## config.mk

```make
export PLATFORM = sky130hd
export DESIGN_NAME = handshake_elastic_fifo
export DESIGN_NICKNAME = d
export VERILOG_FILES = /design/src/rtl/handshake_pkg.sv /design/src/rtl/handshake_elastic_fifo_mem.sv /design/src/rtl/handshake_elastic_fifo.sv
export SDC_FILE = /design/constraint.sdc
export NUM_CORES = 1
export LEC_CHECK = 0
export BUFFER_PORTS_ARGS = -buffer_cell sky130_fd_sc_hd__buf_2
export CAP_MARGIN = 15
export CORE_MARGIN = 2
export CORE_UTILIZATION = 55
export CTS_CLUSTER_DIAMETER = 150
export CTS_CLUSTER_SIZE = 8
export DETAILED_ROUTE_END_ITERATION = 8
export GPL_TIMING_DRIVEN = 1
export PLACE_DENSITY = 0.76
export SLEW_MARGIN = 20
export SYNTH_ARGS = -nofsm -noshare
export SYNTH_HDL_FRONTEND = slang
export SYNTH_SLANG_ARGS = --single-unit
```

## constraint.sdc

```tcl
create_clock -name clk -period 2.3 [get_ports clk]
set_input_delay 0.115 -clock clk [delete_from_list [all_inputs] [get_ports clk]]
set_output_delay 0.115 -clock clk [all_outputs]
set_load 0.03 [all_outputs]
```

## src/rtl/handshake_pkg.sv

```systemverilog
// Shared constants and width helpers for the elastic handshake FIFO.
// Holds the DEPTH legality bounds and pointer/count width functions.
package handshake_pkg;

  localparam int HS_DEPTH_MIN = 2;
  localparam int HS_DEPTH_MAX = 64;

  // Pointer width; never below 1 so tiny depths still get a real bus.
  function automatic int hs_ptr_width(input int depth);
    return (depth < 2) ? 1 : $clog2(depth);
  endfunction

  // Occupancy counter width: must represent 0..depth inclusive.
  function automatic int hs_cnt_width(input int depth);
    return $clog2(depth + 1);
  endfunction

  function automatic bit hs_depth_ok(input int depth);
    return (depth >= HS_DEPTH_MIN) && (depth <= HS_DEPTH_MAX);
  endfunction

endpackage

```

## src/rtl/handshake_elastic_fifo_mem.sv

```systemverilog
// Storage array for the elastic FIFO: DEPTH x DATA_WIDTH, 1 write port,
// 1 asynchronous read port. Contents are never reset.
// Ports: i_clk, i_we/i_waddr/i_wdata (write), i_raddr/o_rdata (read).
module handshake_elastic_fifo_mem #(
  parameter int DATA_WIDTH = 32,
  parameter int DEPTH      = 4,
  parameter int AW         = 2
) (
  input  logic                  i_clk,
  input  logic                  i_we,
  input  logic [AW-1:0]         i_waddr,
  input  logic [DATA_WIDTH-1:0] i_wdata,
  input  logic [AW-1:0]         i_raddr,
  output logic [DATA_WIDTH-1:0] o_rdata
);

  logic [DATA_WIDTH-1:0] r_mem [DEPTH];

  always_ff @(posedge i_clk) begin
    if (i_we) begin
      r_mem[i_waddr] <= i_wdata;
    end
  end

  assign o_rdata = r_mem[i_raddr];

endmodule

```

## src/rtl/handshake_elastic_fifo.sv

```systemverilog
// Elastic valid/ready FIFO with in-order delivery and a sync reset.
// Ports: clk, rst (sync, active-high); ins/ins_valid/ins_ready upstream;
// outs/outs_valid/outs_ready downstream. Params DATA_WIDTH, DEPTH (2..64).
// Define HANDSHAKE_ELASTIC_FIFO_BYPASS_EN for a zero-latency empty bypass.
module handshake_elastic_fifo
  import handshake_pkg::*;
#(
  parameter int DATA_WIDTH = 32,
  parameter int DEPTH      = 4
) (
  input  logic                  clk,
  input  logic                  rst,
  input  logic [DATA_WIDTH-1:0] ins,
  input  logic                  ins_valid,
  output logic                  ins_ready,
  output logic [DATA_WIDTH-1:0] outs,
  output logic                  outs_valid,
  input  logic                  outs_ready
);

  localparam int PW = hs_ptr_width(DEPTH);
  localparam int CW = hs_cnt_width(DEPTH);

  localparam logic [PW-1:0] LAST = PW'(DEPTH - 1);
  localparam logic [CW-1:0] FULL = CW'(DEPTH);

  generate
    if (!hs_depth_ok(DEPTH)) begin : g_bad_depth
      $error("handshake_elastic_fifo: DEPTH out of range");
    end
  endgenerate

  logic [PW-1:0]         r_wr_ptr;
  logic [PW-1:0]         r_rd_ptr;
  logic [CW-1:0]         r_cnt;
  logic                  w_empty;
  logic                  w_full;
  logic                  w_push;
  logic                  w_pop;
  logic                  w_byp;
  logic [DATA_WIDTH-1:0] w_rdata;

  function automatic logic [PW-1:0] f_inc(
    input logic [PW-1:0] p
  );
    return (p == LAST) ? '0 : p + PW'(1);
  endfunction

  assign w_empty = (r_cnt == '0);
  assign w_full  = (r_cnt == FULL);

  // Depends only on registered count and rst, never on outs_ready.
  assign ins_ready = !w_full && !rst;

`ifdef HANDSHAKE_ELASTIC_FIFO_BYPASS_EN
  // Empty FIFO forwards the upstream token directly; it is only
  // written when downstream stalls. rst gates it so a token refused
  // upstream is never shown downstream.
  assign w_byp      = w_empty && ins_valid && outs_ready && !rst;
  assign outs_valid = !w_empty || (ins_valid && !rst);
  assign outs       = w_empty ? ins : w_rdata;
`else
  assign w_byp      = 1'b0;
  assign outs_valid = !w_empty;
  assign outs       = w_rdata;
`endif

  assign w_push = ins_valid && ins_ready && !w_byp;
  assign w_pop  = !w_empty && outs_ready;

  always_ff @(posedge clk) begin
    if (rst) begin
      r_wr_ptr <= '0;
      r_rd_ptr <= '0;
      r_cnt    <= '0;
    end else begin
      if (w_push) begin
        r_wr_ptr <= f_inc(r_wr_ptr);
      end
      if (w_pop) begin
        r_rd_ptr <= f_inc(r_rd_ptr);
      end
      unique case (1'b1)
        (w_push && !w_pop): r_cnt <= r_cnt + CW'(1);
        (w_pop && !w_push): r_cnt <= r_cnt - CW'(1);
        default:            r_cnt <= r_cnt;
      endcase
    end
  end

  handshake_elastic_fifo_mem #(
    .DATA_WIDTH(DATA_WIDTH),
    .DEPTH     (DEPTH),
    .AW        (PW)
  ) u_mem (
    .i_clk  (clk),
    .i_we   (w_push),
    .i_waddr(r_wr_ptr),
    .i_wdata(ins),
    .i_raddr(r_rd_ptr),
    .o_rdata(w_rdata)
  );

endmodule

```

* After elaboration in Yosys (flattened, before gate mapping)
Memories as Yosys holds them, arrays and structs flattened. A register that Yosys moved wholly into a read port is not among the register bits. Index checks and enable logic that the tools add are counted.
Word-level totals: bits in registers 7, RAM bits 128, input bits 36, output and inout port bits 34, logic and storage cells 30, memories kept 1
Operators by class: add/sub/neg operators 4, eq/ne operators 3, mux-type cells 7, reduce and logical (&&, ||, !) cells 12
Memory list:
- u_mem.r_mem | words 4, bits a word 32, rd ports 1, clocked after Yosys merged registers in 1, write ports 1, line handshake_elastic_fifo_mem.sv:17 | logic [DATA_WIDTH-1:0] r_mem [DEPTH];
Operator list (count):
- 2-bit two-way mux | 4
- 3-bit one-hot mux with 2 select lines | 1
- 1-bit logical AND | 5
- 1-bit logical NOT | 5
- 2-bit by 1-bit adder with 2-bit output (second input constant) | 2
- 2-bit == test (second input constant) | 2
- 3-bit by 1-bit adder with 3-bit output (second input constant) | 1
- 3-bit == test (second input constant) | 1
- 3-bit logical NOT | 1
- 3-bit by 1-bit subtractor with 3-bit output (second input constant) | 1
- 1-bit two-way mux | 2
- 2-bit nonzero test | 1

* Longest topological paths before layout
Gate-level depths: netlist (run 1).
word-level depth 7, mapped depth 9, depth with buffers taken out 9

* Modules after synthesis
A second synthesis (run 1) with hierarchy kept.
Second synthesis, totals: cells, all modules 213, area, all modules 5082.4 um^2
Modules (own cells, without submodules):
- handshake_elastic_fifo_mem | times used 1, cells an instance 171, area each 4689.5 um^2, seq. area each 3843.7 um^2
- handshake_elastic_fifo | times used 1, cells an instance 42, area each 392.9 um^2, seq. area each 140.1 um^2

* Worst setup path before layout (run 1)
OpenSTA, ideal clock, no wires.
path type flip-flop to flip-flop, from reg r_cnt[2], to reg r_cnt[2], library setup time 71 ps, arrival time 1907 ps, data required time 2229 ps, slack 321 ps, cell stages (with the launch flop) 10, buffers on the path 0, clock period less this slack 1979 ps, cell sequence dfxtp_1 -> nor3b_2 -> nor3b_4 -> inv_1 -> ha_1 -> inv_1 -> fa_1 -> xor2_1 -> or3_1 -> a21oi_1
Between the ends: word-level cells in the longest chain between the ends 7, elaborated cells between the ends (all ways) 15, classes of those cells 2 x add/sub; 1 x eq/ne; 1 x mux; 11 x reduce/logical
RTL lines:
- start, declared | line handshake_elastic_fifo.sv:35 | logic [CW-1:0] r_cnt;
- start signal, assigned | line handshake_elastic_fifo.sv:84 | (w_push && !w_pop): r_cnt <= r_cnt + CW'(1);
- start signal, assigned | line handshake_elastic_fifo.sv:85 | (w_pop && !w_push): r_cnt <= r_cnt - CW'(1);
- start signal, assigned | line handshake_elastic_fifo.sv:86 | default: r_cnt <= r_cnt;
- 3-bit == test | line handshake_elastic_fifo.sv:50 | assign w_full = (r_cnt == FULL);
- 1-bit logical NOT | line handshake_elastic_fifo.sv:53 | assign ins_ready = !w_full && !rst;
- 1-bit logical AND | line handshake_elastic_fifo.sv:53
- 1-bit logical AND | line handshake_elastic_fifo.sv:68 | assign w_push = ins_valid && ins_ready && !w_byp;
- 1-bit logical NOT | line handshake_elastic_fifo.sv:85
- 1-bit logical AND | line handshake_elastic_fifo.sv:85
- 3-bit one-hot mux with 2 select lines or 2-bit nonzero test (tied branches)
Parallel ways exist; a longest one is shown, timed or not. A chain may end at the register's enable or synchronous reset.

* Worst setup path after layout (run 1)
Same ends and word-level chain as after synthesis.

==> impl_metrics.tcl, run 1 <==
set metrics [dict create \
    status "completed" \
    slowest_delay_ns 0.40 \
    placed_cells_incl_taps 399 \
    cts_max_level 4 \
    grtUsageTotal 0.186 \
    cts_tree "done" \
    tritoncts_num_sinks 137 \
    count_of_state_elements_after_synthesis 137 \
    hold_path_class "in2reg" \
    timing_hold_violations_final 0 \
    post_synth_inst_count 219 \
    grt_pass1_wl_um 13600 \
    maxClockFrequency_mhz 477 \
    crit_path_end_kind "flip-flop" \
    number_of_global_route_vias_before_repair 2619 \
    share_of_the_yosys_chip_area_belonging_to_registers 0.784 \
    clkTransAtPathRegs_ns 0.06 \
    die-height_um 101 \
    worstPathArrival_ns 2.53 \
    drt_first_pass_iters 4 \
    cpMaxStageDelayCell "sky130_fd_sc_hd__dfxtp_1" \
    postLayoutSetupSlackWorst_ns 0.202 \
    preCtsSetupSlack_ns 0.177 \
    worstRegToRegCells 9 \
    route.detailed.drc 0 \
    place.gp.congestion 0.738 \
    syn-cell-area_um2 5130 \
    worst_slew_pin_slew_ns 0.366 \
    globalRouteOverflowTotal 0 \
    post-cts-setup-buffers 0 \
    insertedDiodeCount 0 \
    drt-vias-per-instance 5.35 \
    floorplan.die_area_um2 10100 \
    critical_path.startpoint_type "flip-flop" \
    grt_max_degree 33 \
    initial_antenna_violation_count 0 \
    timing.final.crit_period_ns 2.10 \
    fillerInstances 540 \
    yosysWarnings 0 \
    route.antenna.remaining_nets 0 \
    port-buffer-count 69 \
    slew_headroom 0.756 \
    placedInstanceArea_um2 5670 \
    crit_type "reg2reg" \
    clock_insertion_delay_worst_skew_ns 0.50 \
    syn_nets 262 \
    routedWlPerCell_um 18.7 \
    clk_buf_depth 2 \
    timing.hold.ws_ns 0.0934 \
    leakage_power_of_the_design_uw 0.00230 \
    routed-via-count 2489 \
    drive_gt1_frac 0.429 \
    syn2layout_area_growth_pct 28.4 \
    synth.top_cells.by_area "sky130_fd_sc_hd__edfxtp_1 (75%), sky130_fd_sc_hd__mux4_2 (14%), sky130_fd_sc_hd__dfxtp_1 (3.5%)" \
    rsz_0062_raised_after_global_routing "no" \
    finalInstanceArea_um2 6590 \
    initial_core_util 0.561 \
    post_layout_nonfiller_instances 465 \
    accumulated_negative_setup_slack_ns 0 \
    syn_avg_cell_area_um2 23.4 \
    tritoncts.num_buffers 17 \
    proportion_of_netlist_area_held_by_the_largest_area_contributor 0.749 \
    setup_viol 0 \
    clock-skew-final_ns 0.00624 \
    floorplan.rows 35 \
    clockRootBuffer "sky130_fd_sc_hd__clkbuf_8" \
    io_pins 70 \
    cap_violations 0 \
    floorplan.core_area_um2 9150 \
    synth_top_area_cell "sky130_fd_sc_hd__edfxtp_1" \
    timing.critical_path.cells "nor3b_4 > nor3b_4 > inv_1 > ha_1 > inv_1 > fa_1 > xor2_1 > or3_1 > a21oi_1" \
    power.density_nw_per_um2 1090 \
    vdd.ir_drop.worst_mv 0.541 \
    hpwlAfterDp_um 4990 \
    timing.critical_path.fanout_max 7 \
    initialDrtViolationCount 85 \
    yosysUniqueCellTypes 22 \
    post-route-period-util 0.912 \
    chipWidth_um 101 \
    cp.required_ns 2.74 \
    net_count_final 384 \
    timing.hold.worst_path_depth 3 \
    slew_violations 0 \
    routed_wirelength_um 8680 \
]
[cell usage in the layout (no fill, tap or decap)]
master,synthesis,routed
sky130_fd_sc_hd__nor2_1,8,8
sky130_fd_sc_hd__clkinv_1,0,1
sky130_fd_sc_hd__o31ai_2,1,1
sky130_fd_sc_hd__edfxtp_1,128,128
sky130_fd_sc_hd__bufinv_16,0,2
sky130_fd_sc_hd__ha_1,6,6
sky130_fd_sc_hd__buf_2,3,69
sky130_fd_sc_hd__inv_6,0,5
sky130_fd_sc_hd__buf_4,0,4
sky130_fd_sc_hd__and2_2,4,4
sky130_fd_sc_hd__nor3b_4,1,2
sky130_fd_sc_hd__or3_1,2,2
sky130_fd_sc_hd__clkbuf_16,0,16
sky130_fd_sc_hd__clkinv_4,0,4
sky130_fd_sc_hd__nand2_1,1,1
sky130_fd_sc_hd__dfxtp_2,0,2
sky130_fd_sc_hd__o21ai_0,1,1
sky130_fd_sc_hd__fa_1,1,1
sky130_fd_sc_hd__mux2i_1,1,1
sky130_fd_sc_hd__a21oi_1,3,3
sky130_fd_sc_hd__or3_2,1,1
sky130_fd_sc_hd__inv_1,7,7
sky130_fd_sc_hd__clkbuf_8,0,1
sky130_fd_sc_hd__mux4_2,32,32
sky130_fd_sc_hd__mux2_4,2,2
sky130_fd_sc_hd__buf_12,0,4
sky130_fd_sc_hd__clkinvlp_4,0,3
sky130_fd_sc_hd__xor2_1,2,2
sky130_fd_sc_hd__dfxtp_1,9,7
sky130_fd_sc_hd__dlygate4sd3_1,0,34
[Yosys cell counts]
cell type / number
sky130_fd_sc_hd__buf_2: 3
sky130_fd_sc_hd__a21oi_1: 3
sky130_fd_sc_hd__or3_2: 1
sky130_fd_sc_hd__clkbuf_1: 1
sky130_fd_sc_hd__nor2_1: 8
sky130_fd_sc_hd__fa_1: 1
sky130_fd_sc_hd__nor3b_4: 1
sky130_fd_sc_hd__nand2_1: 1
sky130_fd_sc_hd__mux2i_1: 1
sky130_fd_sc_hd__edfxtp_1: 128
sky130_fd_sc_hd__o31ai_2: 1
sky130_fd_sc_hd__mux4_2: 32
sky130_fd_sc_hd__buf_6: 4
sky130_fd_sc_hd__inv_1: 7
sky130_fd_sc_hd__mux2_4: 2
sky130_fd_sc_hd__ha_1: 6
sky130_fd_sc_hd__dfxtp_1: 9
sky130_fd_sc_hd__o21ai_0: 1
sky130_fd_sc_hd__and2_2: 4
sky130_fd_sc_hd__or3_1: 2
sky130_fd_sc_hd__nor3b_2: 1
sky130_fd_sc_hd__xor2_1: 2
[stage by stage]
stage	power, uW	util
5_1_grt	7490	0.720
4_1_cts	7260	0.720
6_report	7200	0.720
3_3_place_gp	4590	0.619
3_5_place_dp	4610	0.619
2_1_floorplan	4230	-
[path summary, 6_finish.rpt]
kind / startpoint / endpoint / slack [ns]
max: r_cnt[2] / r_cnt[2] / 0.20
min: ins_valid / r_wr_ptr[0] / 0.09
min reg2reg: r_rd_ptr[0] / flip-flop / 0.49
max reg2reg: r_cnt[2] / r_cnt[2] / 0.20
[flip-flops by register name, indices dropped and copies added (netlist names), named ones only]
name / cells
r_cnt: 3
u_mem.r_mem: 128
r_wr_ptr: 2
r_rd_ptr: 2
[per-layer routing]
layer / global-route usage / vias up / part of all wire
met5: 0 / - / 0
met4: 0.0738 / 0 / 0.010
met3: 0.0569 / 7 / 0.041
met2: 0.304 / 65 / 0.52
met1: 0.234 / 1265 / 0.43
li1: - / 1152 / -
[power breakdown]
part | leakage [uW] | internal [uW] | switching [uW]
clock network | 0.000274 | 1560 | 1040
logic | 0.000789 | 661 | 920
registers | 0.00124 | 2920 | 89.2
total | 0.00230 | 5150 | 2050
[cell families after synthesis]
group,share of synthesized area
flops,0.784
mux,0.148
simple gates,0.0224
buf+inv,0.0175
fa+ha+maj,0.0185
compound gates,0.00633
xor+xnor,0.00341
[layout make-up]
class | instances | area, um^2 | share of cell area
Timing Repair Buffer | 111 | 796 | 0.121
Tap cell | 111 | 139 | 0.0211
Clock buffer | 17 | 414 | 0.0628
Sequential cell | 137 | 4030 | 0.611
Multi-Input combinational cell | 67 | 1030 | 0.156
Inverter | 7 | 26.3 | 0.00398
Clock inverter | 15 | 165 | 0.0250
[worst max-delay path: cells and delay by family, from the launching register on]
family / cells / cell delay [ns]
and+or+nand+nor: 3 / 0.66
buffers and inverters: 2 / 0.13
adders and majority gates: 2 / 0.53
xor gates and xnor gates: 1 / 0.16
DFF: 1 / 0.40
AOI/OAI and AO/OA: 1 / 0.14
[timing repair]
item | in CTS | in global routing
setup endpoints to repair | 0 | 1
hold buffers | 34 | 0
hold endpoints to repair | 135 | 0
gates resized for setup | 0 | 1
Note: power is estimated with default switching activity, not from simulation.
==> run 2: changes to the inputs <==
--- a/config.mk
+++ b/config.mk
@@ -7,13 +7,15 @@
 export LEC_CHECK = 0
 export BUFFER_PORTS_ARGS = -buffer_cell sky130_fd_sc_hd__buf_2
 export CAP_MARGIN = 15
+export CELL_PAD_IN_SITES_DETAIL_PLACEMENT = 1
+export CELL_PAD_IN_SITES_GLOBAL_PLACEMENT = 1
 export CORE_MARGIN = 2
-export CORE_UTILIZATION = 55
+export CORE_UTILIZATION = 49
 export CTS_CLUSTER_DIAMETER = 150
 export CTS_CLUSTER_SIZE = 8
 export DETAILED_ROUTE_END_ITERATION = 8
 export GPL_TIMING_DRIVEN = 1
-export PLACE_DENSITY = 0.76
+export PLACE_DENSITY = 0.77
 export SLEW_MARGIN = 20
 export SYNTH_ARGS = -nofsm -noshare
 export SYNTH_HDL_FRONTEND = slang
==> impl_metrics.tcl, run 2 (synthesis results as in run 1) <==
set metrics [dict create \
    status "completed" \
    timing.final.crit_period_ns 2.15 \
    crit_path_end_kind "flip-flop" \
    initial_core_util 0.502 \
    floorplan.core_area_um2 10200 \
    reg_top3 "u_mem.r_mem (128), r_cnt (3)" \
    routed-via-count 2577 \
    route.antenna.remaining_nets 0 \
    drive_gt1_frac 0.426 \
    hold_path_class "in2reg" \
    hpwlAfterDp_um 5750 \
    comb_power_share 0.225 \
    seqPwrFrac 0.424 \
    commonest_non_fill_non_tap_cell_in_the_layout "sky130_fd_sc_hd__edfxtp_1" \
    accumulated_negative_setup_slack_ns 0 \
    grt_max_degree 21 \
    grt_pass1_wl_um 15200 \
    clk_buf_depth 2 \
    power.net_switching_uw 2010 \
    rsz_0062_raised_after_global_routing "no" \
    drt-vias-per-instance 5.23 \
    insertedDiodeCount 0 \
    globalRouteOverflowTotal 0 \
    slew_violations 0 \
    route.detailed.drc 0 \
    timing.critical_path.fanout_max 7 \
    cap_violations 0 \
    drt_first_pass_iters 4 \
    post-route-period-util 0.937 \
    flip_flop_count_of_the_largest_register_after_layout 128 \
    cpMaxStageDelayCell "sky130_fd_sc_hd__dfxtp_1" \
    timing_hold_violations_final 0 \
    power.density_nw_per_um2 1080 \
    floorplan.die_area_um2 11300 \
    place.gp.congestion 0.700 \
    setup_viol 0 \
    syn2layout_area_growth_pct 28.2 \
    final_cell_mix "sky130_fd_sc_hd__edfxtp_1 (128), sky130_fd_sc_hd__buf_2 (69), sky130_fd_sc_hd__dlygate4sd3_1 (34)" \
    port-buffer-count 69 \
    grtUsageTotal 0.187 \
    initial_antenna_violation_count 0 \
    slew_headroom 0.728 \
    number_of_global_route_vias_before_repair 2905 \
    critical_path.startpoint_type "flip-flop" \
    vdd.ir_drop.worst_mv 0.535 \
    initialDrtViolationCount 134 \
    crit_type "reg2reg" \
    swShare 0.282 \
    maxClockFrequency_mhz 464 \
    timing.critical_path.cells "nor3b_4 > nor3b_4 > inv_1 > ha_1 > inv_1 > fa_1 > xor2_1 > or3_1 > a21oi_1" \
    floorplan.rows 37 \
    clock_power_share 0.351 \
    chipWidth_um 106 \
    cts_tree "done" \
    leakage_power_of_the_design_uw 0.00230 \
    largest_register "u_mem.r_mem" \
    worst_slew_pin_slew_ns 0.408 \
    post-cts-setup-buffers 0 \
    net_count_final 387 \
    routedWlPerCell_um 19.5 \
    worstPathArrival_ns 2.59 \
    cp.required_ns 2.74 \
    tritoncts_num_sinks 137 \
    cts_max_level 4 \
    clock-skew-final_ns 0.00760 \
    clkTransAtPathRegs_ns 0.06 \
    timing.hold.ws_ns 0.0890 \
    die-height_um 106 \
    clock_insertion_delay_worst_skew_ns 0.51 \
    slowest_delay_ns 0.41 \
    tritoncts.num_buffers 17 \
    io_pins 70 \
    clockRootBuffer "sky130_fd_sc_hd__clkbuf_8" \
    p_int_uw 5100 \
    routed_wirelength_um 9610 \
]
==> run 2: cell count changes in the layout (fill, tap and decap cells not counted), moves of 2 or more <==
cell	delta
sky130_fd_sc_hd__clkinv_1	+2
sky130_fd_sc_hd__inv_6	-5
sky130_fd_sc_hd__clkinv_2	+4
sky130_fd_sc_hd__buf_12	-3
sky130_fd_sc_hd__buf_4	+6
==> run 2: worst max-delay path: cells and delay by family (launching register included) <==
kind                     cells  cell delay, ns
adder cells (fa/ha/maj)      2            0.54
AO/OA/AOI/OAI                1            0.15
buffers and inverters        2            0.13
AND/OR/NAND/NOR              3            0.71
flip-flops                   1            0.41
XOR/XNOR                     1            0.16
==> run 2: path summary, 6_finish.rpt <==
kind                            cells past startpoint           to        start  slack (ns)
worst min register to register                      2  r_rd_ptr[0]  r_rd_ptr[0]        0.52
worst max register to register                      9     r_cnt[2]     r_cnt[2]        0.15
worst min-delay path                                3  r_wr_ptr[1]    ins_valid        0.09
worst max-delay path                                9     r_cnt[2]     r_cnt[2]        0.15
==> run 2: power groups by stage <==
stage / Combinational [uW] / Sequential (uW) / Clock, uW
CTS: 1630 / 3010 / 2530
detailed placement: 1570 / 3060 / 0
global route: 1730 / 3030 / 2630
floorplan: 1200 / 3030 / 0
finish: 1600 / 3020 / 2490
global placement: 1540 / 3040 / 0
==> run 2: repair_timing <==
action	in CTS	in global routing
setup endpoints to repair	0	1
resized for setup	0	1
hold buffers	34	0
endpoints found under the hold margin	135	0
==> run 2: final cells by class <==
cell class | instances | area, um^2
repair buffers | 114 | 781
multi-input cells | 67 | 1030
clock inverters | 14 | 133
well taps | 136 | 170
clock buffers | 18 | 418
fillers | 877 | 3650
inverters | 7 | 26.3
flip-flops and latches | 137 | 4030
==> run 2: metrics by stage <==
step / total power (uW) / setup WS [ns] / std cells / area (um^2) / utilization
6_report: 7110 / 0.146 / 493 / 6580 / 0.643
5_1_grt: 7390 / 0.00528 / 493 / 6580 / 0.643
4_1_cts: 7170 / 0.0855 / 493 / 6580 / 0.643
3_5_place_dp: 4630 / 0.0990 / 427 / 5680 / 0.556
3_3_place_gp: 4590 / 0.235 / 427 / 5680 / 0.556
2_1_floorplan: 4230 / 0.321 / 219 / 5130 / -
==> run 2: metal layers <==
metal	track usage	share of wire	vias up
met5	0	0	-
met4	0.0705	0.012	0
met3	0.0533	0.038	13
met2	0.306	0.51	72
met1	0.239	0.44	1338
li1	-	-	1154
